File: src/rtl/cpu_bus_if_pkg.sv
// Shared types and constants for the CPU external bus interface unit.
package cpu_bus_if_pkg;

  // Kind of machine cycle requested by the core.
  typedef enum logic [1:0] {
    BUS_NOP   = 2'd0,
    BUS_READ  = 2'd1,
    BUS_WRITE = 2'd2
  } bus_op_t;

  // One idle state plus the four T-states of an M-cycle.
  typedef enum logic [2:0] {
    IDLE,
    T1,
    T2,
    T3,
    T4
  } bus_state_t;

  // Read data returned when a cycle is aborted on wait timeout.
  localparam logic [7:0] BUS_ABORT_DATA = 8'hFF;

endpackage

File: src/rtl/cpu_bus_if_if.sv
// Request/response channel from the core plus the external byte bus.
// The slave view is the bus interface unit; the master view is everything
// around it (the core on the request side and memory on the bus side).
interface cpu_bus_if_if;
  import cpu_bus_if_pkg::*;

  // Core request channel
  logic        req_valid;
  logic        req_ready;
  bus_op_t     req_op;
  logic [15:0] req_addr;
  logic [7:0]  req_wdata;

  // Completion response
  logic        rsp_valid;
  logic [7:0]  rsp_rdata;
  logic        rsp_err;

  // External memory bus
  logic [15:0] mem_addr;
  logic [7:0]  mem_wdata;
  logic [7:0]  mem_rdata;
  logic        mem_rd;
  logic        mem_wr;
  logic        mem_ready;

  modport master (
    output req_valid, req_op, req_addr, req_wdata, mem_rdata, mem_ready,
    input  req_ready, rsp_valid, rsp_rdata, rsp_err,
           mem_addr, mem_wdata, mem_rd, mem_wr
  );

  modport slave (
    input  req_valid, req_op, req_addr, req_wdata, mem_rdata, mem_ready,
    output req_ready, rsp_valid, rsp_rdata, rsp_err,
           mem_addr, mem_wdata, mem_rd, mem_wr
  );

endinterface

File: src/rtl/cpu_bus_if_wait_timer.sv
// Wait-state counter for T3: counts clocks while memory is not ready and
// flags terminal count once the configured limit has been reached.
module cpu_bus_if_wait_timer (
  input  logic       clk,
  input  logic       rst,
  input  logic       clr_i,
  input  logic       en_i,
  input  logic [7:0] limit_i,
  output logic       tc_o
);

  logic [7:0] count_q;

  // Count wait clocks; clear has priority over enable.
  // NOTE: sequential state is always assigned with <= so every flop samples
  // the pre-edge values regardless of statement order.
  always_ff @(posedge clk or posedge rst) begin
    if (rst) begin
      count_q <= 8'h00;
    end else if (clr_i) begin
      count_q <= 8'h00;
    end else if (en_i) begin
      count_q <= count_q + 8'd1;
    end
  end

  assign tc_o = (count_q == limit_i);

endmodule

File: src/rtl/cpu_bus_if.sv
// Bus interface unit: runs one T1-T4 machine cycle per accepted core
// request on the external byte bus, stretches T3 while memory is not ready,
// aborts after WAIT_MAX wait clocks and pulses a response in T4.
module cpu_bus_if
  import cpu_bus_if_pkg::*;
#(
  parameter int unsigned WAIT_MAX = 15
) (
  input logic         clk,
  input logic         rst,
  cpu_bus_if_if.slave bus
);

  bus_state_t  state_q, state_d;
  bus_op_t     op_q, op_d;
  logic [15:0] addr_q;
  logic [7:0]  wdata_q;
  logic [7:0]  rdata_q, rdata_d;
  logic        req_ready_q;
  logic        rsp_valid_q;
  logic        rsp_err_q;
  logic        mem_rd_q;
  logic        mem_wr_q;

  logic        accept;
  logic        abort;
  logic        tmr_clr;
  logic        tmr_en;
  logic        tmr_tc;

  // req_ready_q is high exactly in IDLE and T4, so accept never depends
  // combinationally on anything but the registered state and req_valid.
  assign accept = bus.req_valid && req_ready_q;

  // The counter only runs across consecutive not-ready T3 clocks and stops
  // once the limit is reached so the abort decision sees a stable value.
  assign tmr_clr = (state_q != T3) || bus.mem_ready;
  assign tmr_en  = (state_q == T3) && !bus.mem_ready && !tmr_tc;

  cpu_bus_if_wait_timer u_wait_timer (
    .clk     (clk),
    .rst     (rst),
    .clr_i   (tmr_clr),
    .en_i    (tmr_en),
    .limit_i (8'(WAIT_MAX)),
    .tc_o    (tmr_tc)
  );

  // Next-state, latched op and read-data decisions for the M-cycle.
  // NOTE: every variable gets a default before the case so no path leaves
  // it unassigned, which would otherwise infer a latch.
  always_comb begin
    state_d = state_q;
    op_d    = op_q;
    rdata_d = rdata_q;
    abort   = 1'b0;
    case (state_q)
      IDLE: begin
        if (accept) begin
          state_d = T1;
          op_d    = bus.req_op;
        end
      end
      T1: state_d = T2;
      T2: state_d = T3;
      T3: begin
        if (bus.mem_ready) begin
          state_d = T4;
          if (op_q == BUS_READ) begin
            rdata_d = bus.mem_rdata;
          end
        end else if (tmr_tc) begin
          state_d = T4;
          abort   = 1'b1;
          if (op_q == BUS_READ) begin
            rdata_d = BUS_ABORT_DATA;
          end
        end
      end
      T4: begin
        if (accept) begin
          state_d = T1;
          op_d    = bus.req_op;
        end else begin
          state_d = IDLE;
        end
      end
      default: state_d = IDLE;
    endcase
  end

  // State, request latch and registered outputs decoded from the next state.
  always_ff @(posedge clk or posedge rst) begin
    if (rst) begin
      state_q     <= IDLE;
      op_q        <= BUS_NOP;
      addr_q      <= 16'h0000;
      wdata_q     <= 8'h00;
      rdata_q     <= 8'h00;
      req_ready_q <= 1'b1;
      rsp_valid_q <= 1'b0;
      rsp_err_q   <= 1'b0;
      mem_rd_q    <= 1'b0;
      mem_wr_q    <= 1'b0;
    end else begin
      state_q <= state_d;
      op_q    <= op_d;
      rdata_q <= rdata_d;
      if (accept) begin
        addr_q  <= bus.req_addr;
        wdata_q <= bus.req_wdata;
      end
      req_ready_q <= (state_d == IDLE) || (state_d == T4);
      rsp_valid_q <= (state_d == T4);
      rsp_err_q   <= abort;
      mem_rd_q    <= (op_d == BUS_READ)  && (state_d inside {T1, T2, T3});
      mem_wr_q    <= (op_d == BUS_WRITE) && (state_d inside {T2, T3});
    end
  end

  assign bus.req_ready = req_ready_q;
  assign bus.rsp_valid = rsp_valid_q;
  assign bus.rsp_rdata = rdata_q;
  assign bus.rsp_err   = rsp_err_q;
  assign bus.mem_addr  = addr_q;
  assign bus.mem_wdata = wdata_q;
  assign bus.mem_rd    = mem_rd_q;
  assign bus.mem_wr    = mem_wr_q;

endmodule

File: src/flat_wrapper.sv
// flat-port wrapper written by rule: the top's interface ports become plain ports
module cpu_bus_if_flat import cpu_bus_if_pkg::*;
#(
  parameter int unsigned WAIT_MAX = 15
)
  (clk, rst, bus_req_valid, bus_req_op, bus_req_addr, bus_req_wdata, bus_mem_rdata, bus_mem_ready, bus_req_ready, bus_rsp_valid, bus_rsp_rdata, bus_rsp_err, bus_mem_addr, bus_mem_wdata, bus_mem_rd, bus_mem_wr);
  cpu_bus_if_if bus_i ();
  input logic clk;
  input logic rst;
  input wire logic [$bits(bus_i.req_valid)-1:0] bus_req_valid;
  input wire logic [$bits(bus_i.req_op)-1:0] bus_req_op;
  input wire logic [$bits(bus_i.req_addr)-1:0] bus_req_addr;
  input wire logic [$bits(bus_i.req_wdata)-1:0] bus_req_wdata;
  input wire logic [$bits(bus_i.mem_rdata)-1:0] bus_mem_rdata;
  input wire logic [$bits(bus_i.mem_ready)-1:0] bus_mem_ready;
  output wire logic [$bits(bus_i.req_ready)-1:0] bus_req_ready;
  output wire logic [$bits(bus_i.rsp_valid)-1:0] bus_rsp_valid;
  output wire logic [$bits(bus_i.rsp_rdata)-1:0] bus_rsp_rdata;
  output wire logic [$bits(bus_i.rsp_err)-1:0] bus_rsp_err;
  output wire logic [$bits(bus_i.mem_addr)-1:0] bus_mem_addr;
  output wire logic [$bits(bus_i.mem_wdata)-1:0] bus_mem_wdata;
  output wire logic [$bits(bus_i.mem_rd)-1:0] bus_mem_rd;
  output wire logic [$bits(bus_i.mem_wr)-1:0] bus_mem_wr;
  assign bus_i.req_valid = bus_req_valid;
  assign bus_i.req_op = bus_req_op;
  assign bus_i.req_addr = bus_req_addr;
  assign bus_i.req_wdata = bus_req_wdata;
  assign bus_i.mem_rdata = bus_mem_rdata;
  assign bus_i.mem_ready = bus_mem_ready;
  assign bus_req_ready = bus_i.req_ready;
  assign bus_rsp_valid = bus_i.rsp_valid;
  assign bus_rsp_rdata = bus_i.rsp_rdata;
  assign bus_rsp_err = bus_i.rsp_err;
  assign bus_mem_addr = bus_i.mem_addr;
  assign bus_mem_wdata = bus_i.mem_wdata;
  assign bus_mem_rd = bus_i.mem_rd;
  assign bus_mem_wr = bus_i.mem_wr;
  cpu_bus_if #(.WAIT_MAX(WAIT_MAX)) u_core (.clk(clk), .rst(rst), .bus(bus_i));
endmodule
File: config.mk
export PLATFORM = sky130hd
export DESIGN_NAME = cpu_bus_if_flat
export DESIGN_NICKNAME = d
export VERILOG_FILES = /design/src/rtl/cpu_bus_if_pkg.sv /design/src/rtl/cpu_bus_if_if.sv /design/src/rtl/cpu_bus_if_wait_timer.sv /design/src/rtl/cpu_bus_if.sv /design/src/flat_wrapper.sv
export SDC_FILE = /design/constraint.sdc
export NUM_CORES = 1
export LEC_CHECK = 0
export CAP_MARGIN = 20
export CORE_AREA = 5 5 84 71
export CTS_BUF_LIST = sky130_fd_sc_hd__clkbuf_4 sky130_fd_sc_hd__clkbuf_8
export DETAILED_ROUTE_END_ITERATION = 12
export DIE_AREA = 0 0 89 76
export PLACE_DENSITY = 0.77
export SYNTH_ARGS = -nofsm -noshare
export SYNTH_HDL_FRONTEND = slang
export SYNTH_HIERARCHICAL = 1
export SYNTH_SLANG_ARGS = --single-unit
File: constraint.sdc
create_clock -name clk -period 2.25 [get_ports clk]
set_input_delay 0.3375 -clock clk [delete_from_list [all_inputs] [get_ports clk]]
set_output_delay 0.3375 -clock clk [all_outputs]
set_load 0.05 [all_outputs]
Word-level counts from Yosys, hierarchy flattened
Index checks and enable logic that the tools add are counted.
Storage, ports and cells
  ROM bits: 0
  bits in latches: 0
  word-level logic and storage cells: 58
  memories kept: 0
  bits in writable memories: 0
  input bits: 38
  register bits after elaboration: 50
Operators by class
  muxes and demuxes: 16
  equality and inequality tests: 13
  shift operators: 0
  reduce and logical (&&, ||, !) cells: 17
  bitwise operators: 0
  add/sub/neg operators: 1
  divide/modulo/power cells: 0
  order comparisons: 0
  $mul: 0
Operators by type and width (count)
  8-bit two-way mux: 6
  3-bit case mux with 5 select lines: 1
  3-bit by 2-bit == test with 1-bit output (second input constant): 4
  3-bit two-way mux: 3
  8-bit by 1-bit adder with 8-bit output (second input constant): 1
  8-bit by 4-bit == test with 1-bit output (second input constant): 1
  3-bit by 1-bit == test with 1-bit output (second input constant): 2
  3-bit == test (second input constant): 2
  3-bit logical NOT: 2
  2-bit nonzero test: 3
  1-bit logical AND: 5
  2-bit by 1-bit == test with 1-bit output (second input constant): 2
  1-bit two-way mux: 4
  2-bit two-way mux: 2
  3-bit by 2-bit != test with 1-bit output (second input constant): 1
  3-bit AND reduction: 1
  3-bit nonzero test: 1
  2-bit == test (second input constant): 1
  1-bit logical NOT: 2
  1-bit logical OR: 2
  2-bit OR reduction: 1

Depth between registers and ports, before layout
  word-level depth: 7
  gate-level depth with buffers: 9
  mapped depth without buffers: 7

Modules after synthesis
Netlist, hierarchy kept.
By module, submodules not included
  cpu_bus_if: area each 1692.9 um^2, cells an instance 113, instances 1
  cpu_bus_if_wait_timer: area each 478.0 um^2, cells an instance 50, instances 1

Worst setup path after synthesis
Ideal clock, no wire load.
  kind: register -> register
  start point: register u_core.u_wait_timer.count_q[3]
  end point: register u_core.rdata_q[0] (netlist: u_core/bus.rsp_rdata[0])
  setup time: 0.125 ns
  buffers on the path: 2
  required time: 2.125 ns
  path slack: 0.205 ns
  stages on the path, launching flop included: 9
  arrival: 1.920 ns
  cell sequence: dfrtp_1 > clkbuf_2 > xnor2_1 > nand4_1 > nor2_1 > o21ai_2 > or4b_4 > buf_6 > mux2_4
On the way
  cells in the longest elaborated chain, start to end: 3
RTL lines
  start: declaration: line cpu_bus_if_wait_timer.sv:12  | logic [7:0] count_q;
  start signal: assignment: line cpu_bus_if_wait_timer.sv:23  | count_q <= count_q + 8'd1;
  8-bit by 4-bit == test with 1-bit output: line cpu_bus_if_wait_timer.sv:27  | assign tc_o = (count_q == limit_i);
  via u_core.tmr_tc: line cpu_bus_if.sv:29  | logic tmr_tc;
  2-bit nonzero test (no source line)
  3-bit AND reduction (no source line)
  end signal: assignment: line cpu_bus_if.sv:108  | rdata_q <= rdata_d;
  end: declaration: line cpu_bus_if.sv:18  | logic [7:0] rdata_q, rdata_d;
The timed path passes the listed nets, and every way through them passes these cells.
A chain may end at the register's enable or synchronous reset.

Worst setup path after layout
  start point: register u_core.u_wait_timer.count_q[3]
  end point: register u_core.rdata_q[4] (netlist: u_core/bus.rsp_rdata[4])
The elaborated chain is that of the path after synthesis.

==> impl_metrics.yaml <==
status:
  outcome: "finished clean"
final_layout:
  n_antenna_cell: 0
  seq_area_um2: 1250
  utilization_pct: 61.6
  area_delta_synth_final_pct: 45.8
  design_area_um2: 3170
  multi_input_area_um2: 892
  nFillCells: 403
  nets: 291
  drive_gt1_share_pct: 23.3
clocking:
  clock_sinks: 50
  ctsHtreeMaxLevel: 2
  clkTransAtPathRegs_ns: 0.09
  clk_latency_ns: 0.30
  cts_buffer_depth: 2
  cts_tree: "built"
  cts_setup_buffers: 0
  numCtsBuffers: 5
  cts_root_buf: "clkbuf_8"
worst_setup_path:
  cp.required_ns: 2.43
  cp-start-kind: "flop"
  reg2reg_from: "u_core/u_wait_timer/count_q[3]"
  worstPathCellList: "xnor2_1 -> nand4_1 -> nor2_1 -> o21ai_2 -> or4b_4 -> mux2_4"
  r2r_cells: 6
  crit_fanout: 8
  r2r-end: "u_core/bus.rsp_rdata[4]"
  worstSetupPathType: "flop to flop"
  max_stage_delay_ns: 0.63
  critPathSlowestCell: "or4b_4"
  arrival_ns: 2.27
  endpoint_kind: "flop"
  ff2ff_setup_slack_ns: 0.16
synth:
  synthMuxAreaShare_pct: 19.5
  synth_xor_area_share_pct: 4.84
  ys_seq_area_share_pct: 57.7
  synthArstFlopShare_pct: 100
  synth_top_area_share_pct: 56.5
  synth_top_family_by_area: "multiplexers"
  synth-simple-area-share_pct: 11.0
  synth_compound_area_share_pct: 3.75
  syn_area_um2: 2170
  synth_edf_count: 0
  synthTopCellsByCount: "49 x dfrtp_1, 26 x mux2_2, 12 x nor2_1, 9 x nand2b_1, 9 x xnor2_1"
  synth_area_leaders: "dfrtp_1 56%, mux2_2 13%, mux2_4 5.5%"
  postSynthCellCount: 163
  synth_area_per_cell_um2: 13.3
  yosys_register_bits: 50
  synth_most_common_cell: "dfrtp_1"
  synth_top_area_cell: "dfrtp_1"
  synthAdderAreaFrac_pct: 0.576
  yosysWarnings: 6
  synth_top_flop_cell: "dfrtp_1"
  ys_types: 36
sta:
  finClkSkew_ns: 0.00645
  finalMaxSlewViolations: 0
  setup_tns_ns: 0
  relSlewSlack_pct: 61.8
  fin_crit_ns: 2.09
  rsz0062_at_grt: "no"
  finalHoldWorstSlack_ns: 0.317
  fin_crit_sh_pct: 92.7
  hold_viol: 0
  worst_pin_slew_ns: 0.572
  max_freq_ghz: 0.480
  setup_viol: 0
detailed_routing:
  drc: 0
  drt_iter0_drc: 68
  vias_per_cell: 4.84
  dr_total_vias: 1538
  wl_per_cell_um: 14.3
  final_antenna_net_count: 0
  drt-total-wl_um: 4560
  firstDrtPassIters: 4
global_route:
  grt_pass1_wl_um: 7470
  grt_max_degree: 43
  grt_pass1_vias: 1560
  antenna_found_initial: 0
  overflow: 0
  track_usage_pct: 14.1
die:
  die_y_um: 76
  design.die.area_um2: 6760
  io_pins: 75
  core_area_um2: 5130
  die_w_um: 89
  start_util_pct: 42.3
  placementRows: 24
pwr:
  clkPwrFrac_pct: 13.9
  p_int_uw: 2660
  p_leak_uw: 0.00133
  p_per_area_nw_per_um2: 1500
  vdd_drop_max_mv: 0.874
  p_comb_share_pct: 54.8
  p_switching_uw: 2080
  p_sw_share_pct: 43.8
  pwr-share-seq_pct: 31.3
placed_design:
  gp_congestion: 0.725
  hpwlAfterDp_um: 3450
  placed_area_um2: 3040
  port_buffers: 74
worst_hold_path:
  hp-class: "input pin to asynchronous set/reset pin"
job:
  maxCapViolations: 0
-- layout make-up --
type / count / area share (%)
multi-input combinational: 109 / 28.2
clock buffer: 7 / 2.85
tap: 65 / 2.57
clock inverter: 1 / 0.949
timing repair buffer: 83 / 25.5
inverter: 3 / 0.356
sequential: 50 / 39.6
-- layout by cell type (no fill, tap or decap), drive strengths merged --
cell type / count
a211oi: 1
nor4bb: 1
o21a: 1
nor4b: 1
or3b: 1
xor2: 3
nand3: 2
nor2: 12
clkdlybuf4s50: 74
o2111ai: 1
o21ai: 4
a21oi: 4
conb: 8
o21bai: 1
clkinv: 1
or4b: 2
nand4: 4
nand3b: 1
buf: 9
nand2: 4
xnor2: 9
inv: 2
or3: 3
clkbuf: 7
mux2i: 1
dfrtp: 49
dfstp: 1
nand2b: 10
ha: 1
mux2: 34
bufinv: 1
-- power by group through the flow --
stage / Clock, uW / Sequential [uW] / Combinational, uW
finish: 659 / 1480 / 2600
global route: 723 / 1530 / 2710
CTS: 686 / 1490 / 2620
detailed placement: 0 / 1510 / 2620
global placement: 0 / 1490 / 2590
floorplan: 0 / 2630 / 597
-- sequential cells by signal, summed over array words and instances, names as in the netlist --
signal / flops
u_core/bus.mem_addr: 16
u_core/bus.mem_wdata: 8
u_core/bus.rsp_rdata: 8
u_core/u_wait_timer/count_q: 8
u_core/state_q: 3
u_core/op_q: 2
u_core/bus.mem_rd: 1
u_core/bus.mem_wr: 1
u_core/bus.req_ready: 1
u_core/bus.rsp_err: 1
u_core/bus.rsp_valid: 1
-- per-stage QoR --
step           instances  power [uW]  setup slack [ns]
2_1_floorplan        169        3230             0.205
3_3_place_gp         310        4080            0.0980
3_5_place_dp         310        4120            0.0292
4_1_cts              318        4800             0.146
5_1_grt              318        4960            0.0420
6_report             318        4740             0.165
-- worst max-delay path, delay by kind of cell, from the launching register on --
kind / cells / cell delay (ns)
multiplexers: 1 / 0.33
XOR/XNOR: 1 / 0.15
flip-flops: 1 / 0.48
AND/OR/NAND/NOR: 3 / 0.92
AO/OA/AOI/OAI: 1 / 0.09
-- layer usage --
layer | up-vias | GRT usage, % | wire length [um]
met1 | 757 | 18.6 | 1930
met2 | 48 | 21.7 | 2200
met5 | - | 0 | 0
li1 | 728 | - | -
met3 | 5 | 4.65 | 387
met4 | 0 | 4.91 | 42
-- kinds of logic after synthesis --
group,Yosys count
other,2
XOR/XNOR,12
adder cells (fa/ha/maj),1
AO/OA/AOI/OAI,12
flip-flops,50
multiplexers,35
AND/OR/NAND/NOR,41
buffers and inverters,10
-- how the worst max path moves through the flow --
stage                                           to  slack, ns                      startpoint  cells past startpoint
floorplan                  u_core/bus.rsp_rdata[0]       0.21  u_core/u_wait_timer/count_q[3]                      8
global placement    u_core/u_wait_timer/count_q[7]        0.1                   bus_mem_ready                      6
detailed placement  u_core/u_wait_timer/count_q[5]       0.03                   bus_mem_ready                      6
CTS                        u_core/bus.rsp_rdata[4]       0.15  u_core/u_wait_timer/count_q[3]                      6
global route               u_core/bus.rsp_rdata[5]       0.04  u_core/u_wait_timer/count_q[3]                      6
finish                     u_core/bus.rsp_rdata[4]       0.16  u_core/u_wait_timer/count_q[3]                      6
-- repair_timing --
| item | CTS | global route |
|---|---|---|
| hold endpoints to repair | 0 | 0 |
| setup endpoints to repair | 0 | 1 |
| resized for setup | 0 | 1 |
| hold buffers | 0 | 0 |
No activity file was read; power rests on OpenSTA's default activity.
